--- config.mk ---
export PLATFORM = sky130hd
export DESIGN_NAME = mem_word_transfer_ctrl
export DESIGN_NICKNAME = d
export VERILOG_FILES = /design/src/rtl/mem_word_transfer_ctrl.sv
export SDC_FILE = /design/constraint.sdc
export NUM_CORES = 1
export LEC_CHECK = 0
export ABC_CLOCK_PERIOD_IN_PS = 1450
export CORE_UTILIZATION = 35
export CTS_BUF_LIST = sky130_fd_sc_hd__clkbuf_4 sky130_fd_sc_hd__clkbuf_8
export CTS_CLUSTER_SIZE = 12
export DETAILED_ROUTE_END_ITERATION = 8
export GPL_ROUTABILITY_DRIVEN = 1
export PLACE_DENSITY = 0.79
export SLEW_MARGIN = 25
export SYNTH_ARGS = -nofsm -noshare
export SYNTH_HDL_FRONTEND = slang
export SYNTH_SLANG_ARGS = --single-unit
--- constraint.sdc ---
create_clock -name Clock -period 1.45 [get_ports Clock]
set_input_delay 0.29 -clock Clock [delete_from_list [all_inputs] [get_ports Clock]]
set_output_delay 0.29 -clock Clock [all_outputs]
set_load 0.01 [all_outputs]
--- src/rtl/mem_word_transfer_ctrl.sv ---
// Moore sequencer moving a 32-bit word between byte-wide memory and a register
// file entry, big-endian, one byte per cycle with AR post-increment.
module mem_word_transfer_ctrl #(
    parameter logic [2:0] RF_LOAD     = 3'b010,
    parameter logic [4:0] ALU_PASS_A  = 5'b00000,
    parameter logic [1:0] ARF_INC     = 2'b01,
    parameter logic [2:0] ARF_AR_SEL  = 3'b010,
    parameter logic [1:0] ARF_OUTD_AR = 2'b10,
    parameter logic [1:0] DR_LOAD     = 2'b01,
    parameter logic [1:0] DR_SHL_LOAD = 2'b10
) (
    input  logic       Clock,
    input  logic       Reset,
    input  logic       Req,
    input  logic       Op,
    input  logic [1:0] RegIdx,
    output logic       Busy,
    output logic       Done,
    output logic [2:0] RF_OutASel,
    output logic [2:0] RF_FunSel,
    output logic [3:0] RF_RegSel,
    output logic [4:0] ALU_FunSel,
    output logic       ALU_WF,
    output logic [1:0] ARF_OutDSel,
    output logic [1:0] ARF_FunSel,
    output logic [2:0] ARF_RegSel,
    output logic       Mem_WR,
    output logic       Mem_CS,
    output logic [1:0] MuxASel,
    output logic [1:0] MuxCSel,
    output logic       DR_E,
    output logic [1:0] DR_FunSel
);

    typedef enum logic [2:0] {
        IDLE  = 3'd0,
        LD_RD = 3'd1,
        LD_WB = 3'd2,
        ST_WR = 3'd3,
        DONE  = 3'd4
    } state_t;

    state_t     state_reg, state_next;
    logic [1:0] cnt_reg, cnt_next;
    logic       op_reg, op_next;
    logic [1:0] idx_reg, idx_next;
    logic [3:0] wb_onehot;

    // R1 maps to the MSB of RF_RegSel, R4 to the LSB.
    for (genvar gi = 0; gi < 4; gi++) begin : g_onehot
        assign wb_onehot[gi] = (idx_reg == 2'(3 - gi));
    end

    always_ff @(posedge Clock) begin
        if (!Reset) begin
            state_reg <= IDLE;
            cnt_reg   <= 2'd0;
            op_reg    <= 1'b0;
            idx_reg   <= 2'd0;
        end else begin
            state_reg <= state_next;
            cnt_reg   <= cnt_next;
            op_reg    <= op_next;
            idx_reg   <= idx_next;
        end
    end

    always_comb begin
        state_next = state_reg;
        cnt_next   = cnt_reg;
        op_next    = op_reg;
        idx_next   = idx_reg;
        case (state_reg)
            IDLE: begin
                if (Req) begin
                    op_next    = Op;
                    idx_next   = RegIdx;
                    cnt_next   = 2'd0;
                    state_next = Op ? ST_WR : LD_RD;
                end
            end
            LD_RD: begin
                cnt_next = cnt_reg + 2'd1;
                if (cnt_reg == 2'd3) state_next = LD_WB;
            end
            LD_WB: state_next = DONE;
            ST_WR: begin
                cnt_next = cnt_reg + 2'd1;
                if (cnt_reg == 2'd3) state_next = DONE;
            end
            DONE:    state_next = IDLE;
            default: state_next = IDLE;
        endcase
    end

    always_comb begin
        Busy        = (state_reg != IDLE);
        Done        = 1'b0;
        RF_OutASel  = 3'b000;
        RF_FunSel   = 3'b000;
        RF_RegSel   = 4'b0000;
        ALU_FunSel  = 5'b00000;
        ALU_WF      = 1'b0;
        ARF_OutDSel = 2'b00;
        ARF_FunSel  = 2'b00;
        ARF_RegSel  = 3'b000;
        Mem_WR      = 1'b0;
        Mem_CS      = 1'b1;
        MuxASel     = 2'b00;
        MuxCSel     = 2'b00;
        DR_E        = 1'b0;
        DR_FunSel   = 2'b00;
        case (state_reg)
            LD_RD: begin
                Mem_CS      = 1'b0;
                ARF_OutDSel = ARF_OUTD_AR;
                ARF_RegSel  = ARF_AR_SEL;
                ARF_FunSel  = ARF_INC;
                DR_E        = 1'b1;
                DR_FunSel   = (cnt_reg == 2'd0) ? DR_LOAD : DR_SHL_LOAD;
            end
            LD_WB: begin
                MuxASel   = 2'b10;
                RF_FunSel = RF_LOAD;
                RF_RegSel = wb_onehot;
            end
            ST_WR: begin
                RF_OutASel  = {1'b0, idx_reg};
                ALU_FunSel  = ALU_PASS_A;
                MuxCSel     = 2'd3 - cnt_reg;
                Mem_CS      = 1'b0;
                Mem_WR      = 1'b1;
                ARF_OutDSel = ARF_OUTD_AR;
                ARF_RegSel  = ARF_AR_SEL;
                ARF_FunSel  = ARF_INC;
            end
            DONE:    Done = 1'b1;
            default: ;
        endcase
    end

endmodule

==> results.toml <==
[logic_synthesis]
yosysSeqAreaShare_pct = 23.2
synth.distinct_cells = 25
syn_avg_cell_area_um2 = 8.17
yosys_most_used_dff = "dfxtp_1"
syn_inst = 74
synthTopCellsByArea = "buf_4 24%, dfxtp_1 23%, and3_1 6.2%"
ys_warn_count = 0
yosysTopAreaCellShare_pct = 23.6
yosysTopAreaCell = "buf_4"
syn_area_um2 = 604
yosysMostFrequentCell = "buf_4"
synth_edf_count = 0
ys_ff_latch = 7
synth-async-reset-ratio_pct = 0
synth_common_cells = "19 x buf_4, 7 x dfxtp_1, 7 x nand2_1"

[timing]
report.final.slew_viol_count = 0
finalHoldViolations = 0
setup_ws_ns = -0.0966
whs_ns = 0.541
fin_crit_ns = 1.55
rsz0062_at_grt = "true"
fmax_mhz = 647
fin_tns_setup_ns = -0.388
report.final.setup_viol = 7
fin_skew_ns = 0.00261
period_share_pct = 107

[floorplanning]
core_um2 = 1560
io_pins = 40
start_util_pct = 38.8
die_w_um = 43.6
row_count = 14
die_area_um2 = 1900
die_h_um = 43.6

[routing]
vias = 595
drtAntennaViolNets = 0
drc_errors = 10
drt_pass1_iterations = 7
wl_per_cell_um = 11.6
drt_iter0_markers = 19
drt_wl_total_um = 1470
via_per_inst = 4.69

[clock_tree]
cts_root_buffer = "clkbuf_4"
path_clk_slew_ns = 0.05
clock_latency_ns = 0.25
cts_tree = "built"
cts_made_buffers = 3
cts.htree.levels = 1
clock_path_buffers = 2
cts.sinks = 7

[global_route]
grt_max_degree = 12
grt_pass1_vias = 540
antenna_found_initial = 0
overflow = 0
use_met2_pct = 31.3
met1_usage_pct = 17.1
met3_usage_pct = 3.75
grt_pass1_wl_um = 2300
top_usage_layer = "met2"
grt_usage_pct = 16.4

[layout]
antenna_cells = 0
final_util_pct = 60.5
largest_reg_flops = 3
fin_cells = 127
syn2layout_area_growth_pct = 56.1
nets = 120
ff_latch_area_um2 = 149
drive_gt1_share_pct = 52.3
nFillCells = 152
multi_input_area_um2 = 405
stdcell_area_um2 = 943

[setup_path]
crit_type = "reg2out"
worstPathMaxFanout = 6
cp.arrival_ns = 1.26
critPathLaunchType = "flop"
r2r_slack_ns = 0.08
reg2reg_depth = 5
worst_setup_path_end_kind = "output pin"
worstPathRequired_ns = 1.16

[outcome]
violations = "DRC, setup timing"
status = "finished with violations"

[min_path]
hp-class = "reg2reg"
hold_path_depth = 2

[place]
dp.final_hpwl_um = 978
gp_congestion = 0.751
placed_area_um2 = 841
io_buffers = 25
dp_cells = 118

[power_and_ir_drop]
p_leak_uw = 0.000488
powerDensity_nw_per_um2 = 780
vdd_ir_drop_max_mv = 0.507

[job]
maxCapViolCount = 0
-- final timing paths --
kind | start | end
setup / recovery | state_reg[2] | MuxCSel[1]
hold / removal | idx_reg[1] | idx_reg[1]
setup reg to reg | state_reg[0] | idx_reg[0]
hold reg to reg | idx_reg[1] | idx_reg[1]
-- routing by layer --
| layer | wire (µm) | up-vias |
|---|---|---|
| li1 | - | 291 |
| met1 | 573 | 269 |
| met2 | 773 | 31 |
| met3 | 105 | 4 |
| met4 | 19 | 0 |
| met5 | 0 | - |
-- metrics by stage --
| step | total power [µW] | setup slack, ns |
|---|---|---|
| 2_1_floorplan | 411 | 0.0153 |
| 4_1_cts | 707 | -0.110 |
| 3_5_place_dp | 499 | -0.355 |
| 5_1_grt | 787 | -0.158 |
| 3_3_place_gp | 492 | -0.264 |
| 6_report | 736 | -0.0966 |
-- cell families after synthesis --
logic type      count (synthesis)  synth area share, %
fa+ha+maj                       2                 4.14
flops                           7                 23.2
other cells                     1                0.621
buf+inv                        24                 29.2
compound gates                  7                 6.62
simple gates                   33                 36.2
-- placed cells by master, fill, tap and decap left out, types with 2 or more instances in the layout --
cell type        count
dfxtp_4              2
and3_1               3
nor3b_2              2
clkbuf_4             4
and3_4               3
clkbuf_2             2
buf_6                9
nand2_1              7
clkdlybuf4s50_1      5
o21ai_0              3
nor2_1               2
buf_4               13
nand3_1              4
dfxtp_1              4
and2_4               2
buf_2               10
conb_1              14
inv_1                2
o22ai_1              2
-- power breakdown --
group          internal [µW]  switching [µW]  total (µW)
Combinational            164             144         308
Clock                    124            71.8         195
Sequential               209            23.4         233
Total                    497             240         736
-- final cells by class --
cell class / instances / area share [%]
Tap cell: 16 / 2.12
Sequential cell: 7 / 15.8
Inverter: 3 / 1.19
Clock buffer: 4 / 3.18
Multi-Input combinational cell: 56 / 43.0
Timing Repair Buffer: 41 / 34.7
-- worst max-delay path, stage by stage (launching register included) --
cell	delay, ns
dfxtp_4	0.38
and2b_2	0.25
buf_6	0.12
and3_4	0.14
buf_6	0.11
-- what timing repair did --
item,4_1_cts,5_1_grt
pin swaps,3,7
setup buffers,6,0
endpoints found under the setup margin,20,19
hold buffers,0,0
gates cloned,0,0
resized for setup,84,18
No activity file was read; power rests on OpenSTA's default activity.
